File: src/rtl/ppu_pkg.sv
// Shared geometry, derived widths and types for the PPU background renderer.
package ppu_pkg;

  localparam int unsigned ROW_PIXELS_D = 320;
  localparam int unsigned TILE_W_D     = 8;
  localparam int unsigned MAP_W_D      = 64;
  localparam int unsigned MAP_H_D      = 64;
  localparam int unsigned PAT_BPP_D    = 4;
  localparam int unsigned PAL_ID_W_D   = 6;
  localparam int unsigned PAT_IDX_W_D  = 10;

  localparam int unsigned COL_W_D        = $clog2(TILE_W_D);
  localparam int unsigned X_W_D          = $clog2(MAP_W_D * TILE_W_D);
  localparam int unsigned Y_W_D          = $clog2(MAP_H_D * TILE_W_D);
  localparam int unsigned PIX_W_D        = $clog2(ROW_PIXELS_D);
  localparam int unsigned TILE_ADDR_W_D  = $clog2(MAP_W_D * MAP_H_D);
  localparam int unsigned PAT_ADDR_W_D   = PAT_IDX_W_D + COL_W_D;
  localparam int unsigned TILE_ENTRY_W_D = PAL_ID_W_D + PAT_IDX_W_D;
  localparam int unsigned PAT_ROW_W_D    = TILE_W_D * PAT_BPP_D;
  localparam int unsigned ROW_DATA_W_D   = PAL_ID_W_D + PAT_BPP_D;

  typedef struct packed {
    logic [PAL_ID_W_D-1:0]  pal_id;
    logic [PAT_IDX_W_D-1:0] pat_idx;
  } tile_entry_t;

  typedef enum logic [2:0] {
    S_IDLE,
    S_FETCH_TILE,
    S_FETCH_PAT,
    S_LOAD,
    S_EMIT,
    S_DONE
  } render_state_t;

endpackage

File: src/rtl/ppu_bg_row_renderer_if.sv
// Control, VRAM read and row-RAM write signals of the background row renderer.
interface ppu_bg_row_renderer_if
  import ppu_pkg::*;
#(
  parameter int unsigned PIX_W        = PIX_W_D,
  parameter int unsigned X_W          = X_W_D,
  parameter int unsigned Y_W          = Y_W_D,
  parameter int unsigned TILE_ADDR_W  = TILE_ADDR_W_D,
  parameter int unsigned TILE_ENTRY_W = TILE_ENTRY_W_D,
  parameter int unsigned PAT_ADDR_W   = PAT_ADDR_W_D,
  parameter int unsigned PAT_ROW_W    = PAT_ROW_W_D,
  parameter int unsigned ROW_DATA_W   = ROW_DATA_W_D
);

  logic                    start;
  logic [Y_W-1:0]          row_y;
  logic [X_W-1:0]          scroll_x;
  logic [Y_W-1:0]          scroll_y;
  logic                    busy;
  logic                    done;
  logic [TILE_ADDR_W-1:0]  tile_rdaddr;
  logic [TILE_ENTRY_W-1:0] tile_rddata;
  logic [PAT_ADDR_W-1:0]   pat_rdaddr;
  logic [PAT_ROW_W-1:0]    pat_rddata;
  logic [PIX_W-1:0]        rowram_wraddr;
  logic [ROW_DATA_W-1:0]   rowram_wrdata;
  logic                    rowram_wren;

  // System side: issues requests, serves VRAM reads, sinks row-RAM writes.
  modport master (
    output start, row_y, scroll_x, scroll_y, tile_rddata, pat_rddata,
    input  busy, done, tile_rdaddr, pat_rdaddr,
           rowram_wraddr, rowram_wrdata, rowram_wren
  );

  // Renderer side.
  modport slave (
    input  start, row_y, scroll_x, scroll_y, tile_rddata, pat_rddata,
    output busy, done, tile_rdaddr, pat_rdaddr,
           rowram_wraddr, rowram_wrdata, rowram_wren
  );

endinterface

File: src/rtl/ppu_bg_row_renderer.sv
// Background row renderer: walks the scrolled tile map for one scanline and
// writes one {palette id, colour} row-RAM entry per visible pixel.
module ppu_bg_row_renderer
  import ppu_pkg::*;
#(
  parameter int unsigned ROW_PIXELS = ROW_PIXELS_D,
  parameter int unsigned TILE_W     = TILE_W_D,
  parameter int unsigned MAP_W      = MAP_W_D,
  parameter int unsigned MAP_H      = MAP_H_D,
  parameter int unsigned PAT_BPP    = PAT_BPP_D,
  parameter int unsigned PAL_ID_W   = PAL_ID_W_D,
  parameter int unsigned PAT_IDX_W  = PAT_IDX_W_D
) (
  input logic                 clk,
  input logic                 rst,
  ppu_bg_row_renderer_if.slave bus
);

  localparam int unsigned COL_W     = $clog2(TILE_W);
  localparam int unsigned X_W       = $clog2(MAP_W * TILE_W);
  localparam int unsigned Y_W       = $clog2(MAP_H * TILE_W);
  localparam int unsigned PIX_W     = $clog2(ROW_PIXELS);
  localparam int unsigned PAT_ROW_W = TILE_W * PAT_BPP;

  render_state_t state, state_nxt;

  logic [Y_W-1:COL_W]   ty;
  logic [COL_W-1:0]     line;
  logic [X_W-1:0]       ex;
  logic [PIX_W-1:0]     p;
  logic [PAL_ID_W-1:0]  pal_q;
  logic [PAT_ROW_W-1:0] word_q;

  logic [Y_W-1:0]       ey_c;
  logic [COL_W-1:0]     col_c;
  logic [PAT_BPP-1:0]   colour_c;
  logic                 last_pix_c;
  logic                 tile_end_c;

  assign ey_c       = bus.row_y + bus.scroll_y;
  assign col_c      = ex[COL_W-1:0];
  assign colour_c   = word_q[PAT_BPP*col_c +: PAT_BPP];
  assign last_pix_c = (p == PIX_W'(ROW_PIXELS - 1));
  assign tile_end_c = (col_c == COL_W'(TILE_W - 1));

  // State register.
  always_ff @(posedge clk or posedge rst) begin
    if (rst) state <= S_IDLE;
    else     state <= state_nxt;
  end

  // Next-state logic.
  always_comb begin
    state_nxt = state;
    case (state)
      S_IDLE:       if (bus.start) state_nxt = S_FETCH_TILE;
      S_FETCH_TILE: state_nxt = S_FETCH_PAT;
      S_FETCH_PAT:  state_nxt = S_LOAD;
      S_LOAD:       state_nxt = S_EMIT;
      S_EMIT: begin
        if (last_pix_c)      state_nxt = S_DONE;
        else if (tile_end_c) state_nxt = S_FETCH_TILE;
      end
      S_DONE:       state_nxt = S_IDLE;
      default:      state_nxt = S_IDLE;
    endcase
  end

  // Row coordinates are latched on acceptance; ex advances one pixel per write
  // and wraps around the map by truncation.
  always_ff @(posedge clk or posedge rst) begin
    if (rst) begin
      ty     <= '0;
      line   <= '0;
      ex     <= '0;
      p      <= '0;
      pal_q  <= '0;
      word_q <= '0;
    end else begin
      case (state)
        S_IDLE: if (bus.start) begin
          ty   <= ey_c[Y_W-1:COL_W];
          line <= ey_c[COL_W-1:0];
          ex   <= bus.scroll_x;
          p    <= '0;
        end
        S_FETCH_PAT: pal_q  <= bus.tile_rddata[PAT_IDX_W +: PAL_ID_W];
        S_LOAD:      word_q <= bus.pat_rddata;
        S_EMIT: begin
          ex <= ex + X_W'(1);
          p  <= p + PIX_W'(1);
        end
        default: ;
      endcase
    end
  end

  // Outputs decoded from the current state and datapath registers.
  always_comb begin
    bus.busy          = 1'b0;
    bus.done          = 1'b0;
    bus.tile_rdaddr   = '0;
    bus.pat_rdaddr    = '0;
    bus.rowram_wren   = 1'b0;
    bus.rowram_wraddr = '0;
    bus.rowram_wrdata = '0;
    case (state)
      S_FETCH_TILE: begin
        bus.busy        = 1'b1;
        bus.tile_rdaddr = {ty, ex[X_W-1:COL_W]};
      end
      S_FETCH_PAT: begin
        bus.busy       = 1'b1;
        bus.pat_rdaddr = {bus.tile_rddata[PAT_IDX_W-1:0], line};
      end
      S_LOAD: bus.busy = 1'b1;
      S_EMIT: begin
        bus.busy          = 1'b1;
        bus.rowram_wren   = 1'b1;
        bus.rowram_wraddr = p;
        // Colour 0 is transparent and hides the palette id.
        bus.rowram_wrdata = (colour_c == '0) ? '0 : {pal_q, colour_c};
      end
      S_DONE: bus.done = 1'b1;
      default: ;
    endcase
  end

endmodule
File: src/flat_wrapper.sv
// flat-port wrapper written by rule: the top's interface ports become plain ports
module ppu_bg_row_renderer_flat import ppu_pkg::*;
#(
  parameter int unsigned ROW_PIXELS = ROW_PIXELS_D,
  parameter int unsigned TILE_W     = TILE_W_D,
  parameter int unsigned MAP_W      = MAP_W_D,
  parameter int unsigned MAP_H      = MAP_H_D,
  parameter int unsigned PAT_BPP    = PAT_BPP_D,
  parameter int unsigned PAL_ID_W   = PAL_ID_W_D,
  parameter int unsigned PAT_IDX_W  = PAT_IDX_W_D
)
  (clk, rst, bus_start, bus_row_y, bus_scroll_x, bus_scroll_y, bus_tile_rddata, bus_pat_rddata, bus_busy, bus_done, bus_tile_rdaddr, bus_pat_rdaddr, bus_rowram_wraddr, bus_rowram_wrdata, bus_rowram_wren);
  ppu_bg_row_renderer_if bus_i ();
  input logic clk;
  input logic rst;
  input wire logic [$bits(bus_i.start)-1:0] bus_start;
  input wire logic [$bits(bus_i.row_y)-1:0] bus_row_y;
  input wire logic [$bits(bus_i.scroll_x)-1:0] bus_scroll_x;
  input wire logic [$bits(bus_i.scroll_y)-1:0] bus_scroll_y;
  input wire logic [$bits(bus_i.tile_rddata)-1:0] bus_tile_rddata;
  input wire logic [$bits(bus_i.pat_rddata)-1:0] bus_pat_rddata;
  output wire logic [$bits(bus_i.busy)-1:0] bus_busy;
  output wire logic [$bits(bus_i.done)-1:0] bus_done;
  output wire logic [$bits(bus_i.tile_rdaddr)-1:0] bus_tile_rdaddr;
  output wire logic [$bits(bus_i.pat_rdaddr)-1:0] bus_pat_rdaddr;
  output wire logic [$bits(bus_i.rowram_wraddr)-1:0] bus_rowram_wraddr;
  output wire logic [$bits(bus_i.rowram_wrdata)-1:0] bus_rowram_wrdata;
  output wire logic [$bits(bus_i.rowram_wren)-1:0] bus_rowram_wren;
  assign bus_i.start = bus_start;
  assign bus_i.row_y = bus_row_y;
  assign bus_i.scroll_x = bus_scroll_x;
  assign bus_i.scroll_y = bus_scroll_y;
  assign bus_i.tile_rddata = bus_tile_rddata;
  assign bus_i.pat_rddata = bus_pat_rddata;
  assign bus_busy = bus_i.busy;
  assign bus_done = bus_i.done;
  assign bus_tile_rdaddr = bus_i.tile_rdaddr;
  assign bus_pat_rdaddr = bus_i.pat_rdaddr;
  assign bus_rowram_wraddr = bus_i.rowram_wraddr;
  assign bus_rowram_wrdata = bus_i.rowram_wrdata;
  assign bus_rowram_wren = bus_i.rowram_wren;
  ppu_bg_row_renderer #(.ROW_PIXELS(ROW_PIXELS), .TILE_W(TILE_W), .MAP_W(MAP_W), .MAP_H(MAP_H), .PAT_BPP(PAT_BPP), .PAL_ID_W(PAL_ID_W), .PAT_IDX_W(PAT_IDX_W)) u_core (.clk(clk), .rst(rst), .bus(bus_i));
endmodule
File: config.mk
export PLATFORM = sky130hd
export DESIGN_NAME = ppu_bg_row_renderer_flat
export DESIGN_NICKNAME = d
export VERILOG_FILES = /design/src/rtl/ppu_pkg.sv /design/src/rtl/ppu_bg_row_renderer_if.sv /design/src/rtl/ppu_bg_row_renderer.sv /design/src/flat_wrapper.sv
export SDC_FILE = /design/constraint.sdc
export NUM_CORES = 1
export LEC_CHECK = 0
export CORE_MARGIN = 4
export CORE_UTILIZATION = 30
export CTS_CLUSTER_DIAMETER = 100
export CTS_CLUSTER_SIZE = 8
export DETAILED_ROUTE_END_ITERATION = 10
export PLACE_DENSITY = 0.63
export SLEW_MARGIN = 0
export SYNTH_ARGS = -nofsm -noshare
export SYNTH_HDL_FRONTEND = slang
export SYNTH_SLANG_ARGS = --single-unit
File: constraint.sdc
create_clock -name clk -period 2.9 [get_ports clk]
set_input_delay 0.58 -clock clk [delete_from_list [all_inputs] [get_ports clk]]
set_output_delay 0.58 -clock clk [all_outputs]
set_load 0.1 [all_outputs]
# After elaboration in Yosys (flattened, before gate mapping)
# Cells that the tools add are included.
[op_classes] addsub=3 multipliers=0 n_div=0 order_cmp=0 n_eq_ne=9 shifts=1 muxes=16 bitwise_logic=0 reduce_logical=7
[op_table] operator="9-bit one-hot mux with 2 select lines" n=2
[op_table] operator="32-bit by 6-bit variable part select with 4-bit output" n=1
[op_table] operator="9-bit two-way mux" n=3
[op_table] operator="10-bit two-way mux" n=2
[op_table] operator="9-bit by 1-bit adder with 9-bit output, second input constant" n=2
[op_table] operator="3-bit one-hot mux with 5 select lines" n=1
[op_table] operator="13-bit two-way mux" n=1
[op_table] operator="12-bit two-way mux" n=1
[op_table] operator="9-bit adder" n=1
[op_table] operator="3-bit == test, second input constant" n=3
[op_table] operator="9-bit == test, second input constant" n=1
[op_table] operator="3-bit two-way mux" n=3
[op_table] operator="3-bit by 2-bit == test with 1-bit output, second input constant" n=2
[op_table] operator="2-bit AND reduction" n=3
[op_table] operator="4-bit logical NOT" n=1
[op_table] operator="4-bit OR reduction" n=1
[op_table] operator="3-bit by 1-bit == test with 1-bit output, second input constant" n=1
[op_table] operator="3-bit logical NOT" n=1
[op_table] operator="1-bit two-way mux" n=3
[op_table] operator="3-bit by 1-bit != test with 1-bit output, second input constant" n=1
[op_table] operator="2-bit != test, second input constant" n=1
[op_table] operator="2-bit nonzero test" n=1
[totals] regBits=68 latch_bits=0 ram_bits=0 mem_bits_ro=0 input_bits=78 out_inout_bits=47 wordCells=43 n_memories=0

# Depth between registers and ports, before layout
[depth] word_depth=4 depth_mapped=9 ltp_nobuf=8

# Worst setup path after synthesis
# OpenSTA, ideal clock, no wires.
[synth_timing] path_kind="register -> output" from="register u_core.state[0]" to="output port bus_rowram_wrdata[4]" arrival_time_ns=2.791 t_required_ns=2.320 slack_ns=-0.471 path_stages_with_launch=8 path_buffers=2 path_cell_list="dfrtp_1 -> nor2_4 -> nand2_4 -> inv_2 -> buf_6 -> buf_2 -> nand2_1 -> nor2_1"
[synth_between] elab_chain_cells=2
[synth_rtl] element="from (decl)" line_no="ppu_bg_row_renderer.sv:25" rtl="render_state_t state, state_nxt;"
[synth_rtl] element="from (signal assigned)" line_no="ppu_bg_row_renderer.sv:49" rtl="else state <= state_nxt;"
[synth_rtl] element="3-bit == test" line_no="ppu_bg_row_renderer.sv:107" rtl="case (state)"
[synth_rtl] element="10-bit two-way mux" line_no="ppu_bg_row_renderer.sv:107"
[synth_rtl] element="to (decl)" line_no="flat_wrapper.sv:27" rtl="output wire logic [$bits(bus_i.rowram_wrdata)-1:0] bus_rowram_wrdata;"
# No other way between the ends.

# Worst setup path after layout
[layout_timing] from="register u_core.ex[0]" to="output port bus_rowram_wrdata[4]"
[layout_between] elab_chain_cells=4
[layout_rtl] element="from (decl)" line_no="ppu_bg_row_renderer.sv:29" rtl="logic [X_W-1:0] ex;"
[layout_rtl] element="from (signal assigned)" line_no="ppu_bg_row_renderer.sv:84" rtl="ex <= bus.scroll_x;"
[layout_rtl] element="from (signal assigned)" line_no="ppu_bg_row_renderer.sv:90" rtl="ex <= ex + X_W'(1);"
[layout_rtl] element="32-bit by 6-bit variable part select with 4-bit output" line_no="ppu_bg_row_renderer.sv:42" rtl="assign colour_c = word_q[PAT_BPP*col_c +: PAT_BPP];"
[layout_rtl] element="4-bit logical NOT" line_no="ppu_bg_row_renderer.sv:122" rtl="bus.rowram_wrdata = (colour_c == '0) ? '0 : {pal_q, colour_c};"
[layout_rtl] element="10-bit two-way mux" line_no="ppu_bg_row_renderer.sv:122"
[layout_rtl] element="10-bit two-way mux" line_no="ppu_bg_row_renderer.sv:107"
# No other way between the ends.

==> summary.txt <==
top cells by count, synth - 68 x dfrtp_1, 38 x mux2_2, 33 x and2_1
Die W - 123 um
Fin. Hold Viols - 0
Final Max Slew Viols - 0
Comb power frac - 0.582
Critical Path Slowest Stage Cell - mux2i_1
hold_buf cts - 0
# port buffers - 124
Gate Count Post-Synth - 364
post-CTS setup buffer count - 0
Num CTS Buffers - 9
First-pass DRT Iterations - 4
Syn Nets - 454
unrepaired setup endpoints after global routing - false
Syn-to-layout area delta - 51.2%
Routed Antenna Nets - 0
ys async rst share - 1.00
initial antenna violation count - 0
Syn Area/Cell - 10.8 um2
GPL Wtd Cong - 0.859
DRC violations left - 0
Clock Tree Root - clkbuf_16
EDFF count, synth - 0
#FFs+latches synth - 68
outcome - complete, no violations
Leakage Power - 2.52 nW
Core Region - 12700 um2
largest net degree at the start of global routing - 34
min-delay worst type - register to register
number of cell rows - 41
share of cells above drive strength 1 - 0.296
leading area contributor after synthesis - dfrtp_1
Critical Path AT - 2.19 ns
Nets - 581
sw frac - 0.464
period utilization - 0.954
CP Class - register to output pin
die area - 15000 um2
clk sink count - 68
Yosys cell types - 56
register area share after synthesis - 0.432
synth top area cells - dfrtp_1 43%, mux2_2 11%, and2_1 5.2%
# H-tree levels - 3
initial drt markers - 122
number of global-route vias before repair - 3337
Inst Count DP - 652
Total GRT Usage - 0.143
DP Area - 5700 um2
Initial Util - 0.310
post-layout min period - 2.77 ns
Worst IR Drop VDD - 467 uV
FMAX - 362 MHz
GRT overflow - 0
Synth Warn # - 0
Seq pwr share - 0.268
ant diodes - 0
Vias - 3180
DR WL/cell - 15.4 um
Slowest Stage Delay on Critical Path - 0.36 ns
# resized after CTS - 0
Cell Int Power - 3.42 mW
crit end category - output pin
I/O Pins - 125
global-route wire length before repair - 16900 um
crit-path max FO - 14
most used cell, CP - buf_4
Startpoint Class - register
WP data required - 2.32 ns
Fillers - 1217
post-detailed-routing wire length - 10300 um
power share of the clock group - 0.150
cells along the critical path - buf_4 -> mux2i_1 -> and3_1 -> a31oi_1 -> a32oi_2 -> buf_4 -> nor2_2 -> buf_12
Rel. slew slack - 0.602
die span in y - 123 um
Cell Count, Final, Fillers Out - 666
Max Cap Viol - 0
fin area - 5960 um2
Worst-path clk slew - 0.05 ns
vias per cell - 4.77
PwrDens - 1070 nW/um2
most common cell in the netlist - dfrtp_1
Top FF cell, synth - dfrtp_1
area share of the largest cell type after synthesis - 0.432
TritonCTS clock tree - built
Post-DP HPWL - 8010 um
switching power - 2.96 mW
total power - 6.38 mW
Clock Latency Late Sink - 0.32 ns
Syn Std Cell Area - 3940 um2
Max Clock Skew - 0.00869 ns
Clock Path Buffers - 2
# setup viols final - 0
Least-Margin Pin Slew - 0.594 ns
==> sequential cells by signal (all words and copies together) (netlist names) <==
name           count
u_core.line        3
u_core.p           9
u_core.ex          9
u_core.state       3
u_core.ty          6
u_core.pal_q       6
u_core.word_q     32
==> critical path, delay by kind of cell (launching register included) <==
kind / cells / cell delay, ns
buffers and inverters: 3 / 0.67
muxes: 1 / 0.36
DFF: 1 / 0.34
and+or+nand+nor: 2 / 0.29
AOI/OAI and AO/OA: 2 / 0.20
==> through the flow <==
stage | TNS (ns) | setup WS [ns] | hold slack [ns] | util
after floorplan | -0.0346 | -0.0346 | 0.437 | -
after global placement | 0 | 0.384 | 0.456 | 0.448
after detailed placement | 0 | 0.352 | 0.460 | 0.448
after CTS | 0 | 0.121 | 0.472 | 0.468
after global routing | 0 | 0.00962 | 0.500 | 0.468
final | 0 | 0.134 | 0.465 | 0.468
==> kinds of logic (layout without fill, tap and decap cells) <==
kind of cell / after synthesis / in the layout / share of synthesized area
and+or+nand+nor: 137 / 137 / 0.199
DFF: 68 / 68 / 0.432
muxes: 59 / 59 / 0.175
AOI/OAI and AO/OA: 57 / 57 / 0.104
buffers and inverters: 24 / 154 / 0.0346
adders and majority gates: 12 / 12 / 0.0400
xor gates and xnor gates: 7 / 7 / 0.0156
==> final cells by class <==
class / instances / area, um2 / share of cell area
Inverter: 5 / 18.8 / 0.00315
Multi-Input combinational cell: 272 / 2160 / 0.362
Clock buffer: 11 / 243 / 0.0407
Clock inverter: 3 / 15.0 / 0.00252
Sequential cell: 68 / 1700 / 0.286
Timing Repair Buffer: 135 / 1610 / 0.270
Tap cell: 172 / 215 / 0.0361
==> cells in the final DEF, fill, tap and decap left out, types with 3 or more instances in the layout <==
master,n
nor3_1,8
nor2_1,19
mux2_2,38
o211ai_1,3
a211oi_1,4
dfrtp_1,68
inv_1,3
nor2b_1,4
ha_1,11
a21oi_1,4
mux4_2,4
mux2i_1,17
xor2_1,4
clkbuf_16,9
nor2_4,6
and3_1,5
buf_4,26
clkdlybuf4s50_1,77
nor2_2,7
nand3_1,7
buf_12,32
and2_1,33
o21ai_0,17
nand4_1,5
xnor2_1,3
a31oi_1,9
clkinv_2,3
nand2_1,27
o21a_1,3
==> power by group through the flow <==
stage                     Clock [mW]  Sequential (mW)  Combinational (mW)
after detailed placement           0             1.73                3.76
after floorplan                    0             1.58                2.82
final                          0.957             1.71                3.71
after global placement             0             1.70                3.69
after CTS                      0.983             1.71                3.77
after global routing            1.02             1.78                3.95
==> per-layer routing <==
layer	global-route usage	share of wire	up-vias
li1	-	-	1553
met1	0.184	0.45	1562
met2	0.248	0.51	57
met3	0.0253	0.032	8
met4	0.0399	0.0090	0
met5	0	0	-
==> worst paths after layout <==
path	start	to	slack, ns	cells past startpoint
worst max register to register	u_core.state[0]	u_core.ex[7]	0.71	8
min in group asynchronous	rst	u_core.ty[8]	0.63	2
worst max-delay path	u_core.ex[0]	bus_rowram_wrdata[4]	0.13	8
worst min-delay path	u_core.ty[4]	u_core.ty[4]	0.46	1
worst min register to register	u_core.ty[4]	u_core.ty[4]	0.46	1
max in group asynchronous	rst	u_core.word_q[22]	1.52	3
Power figures use the tool's default switching activity.
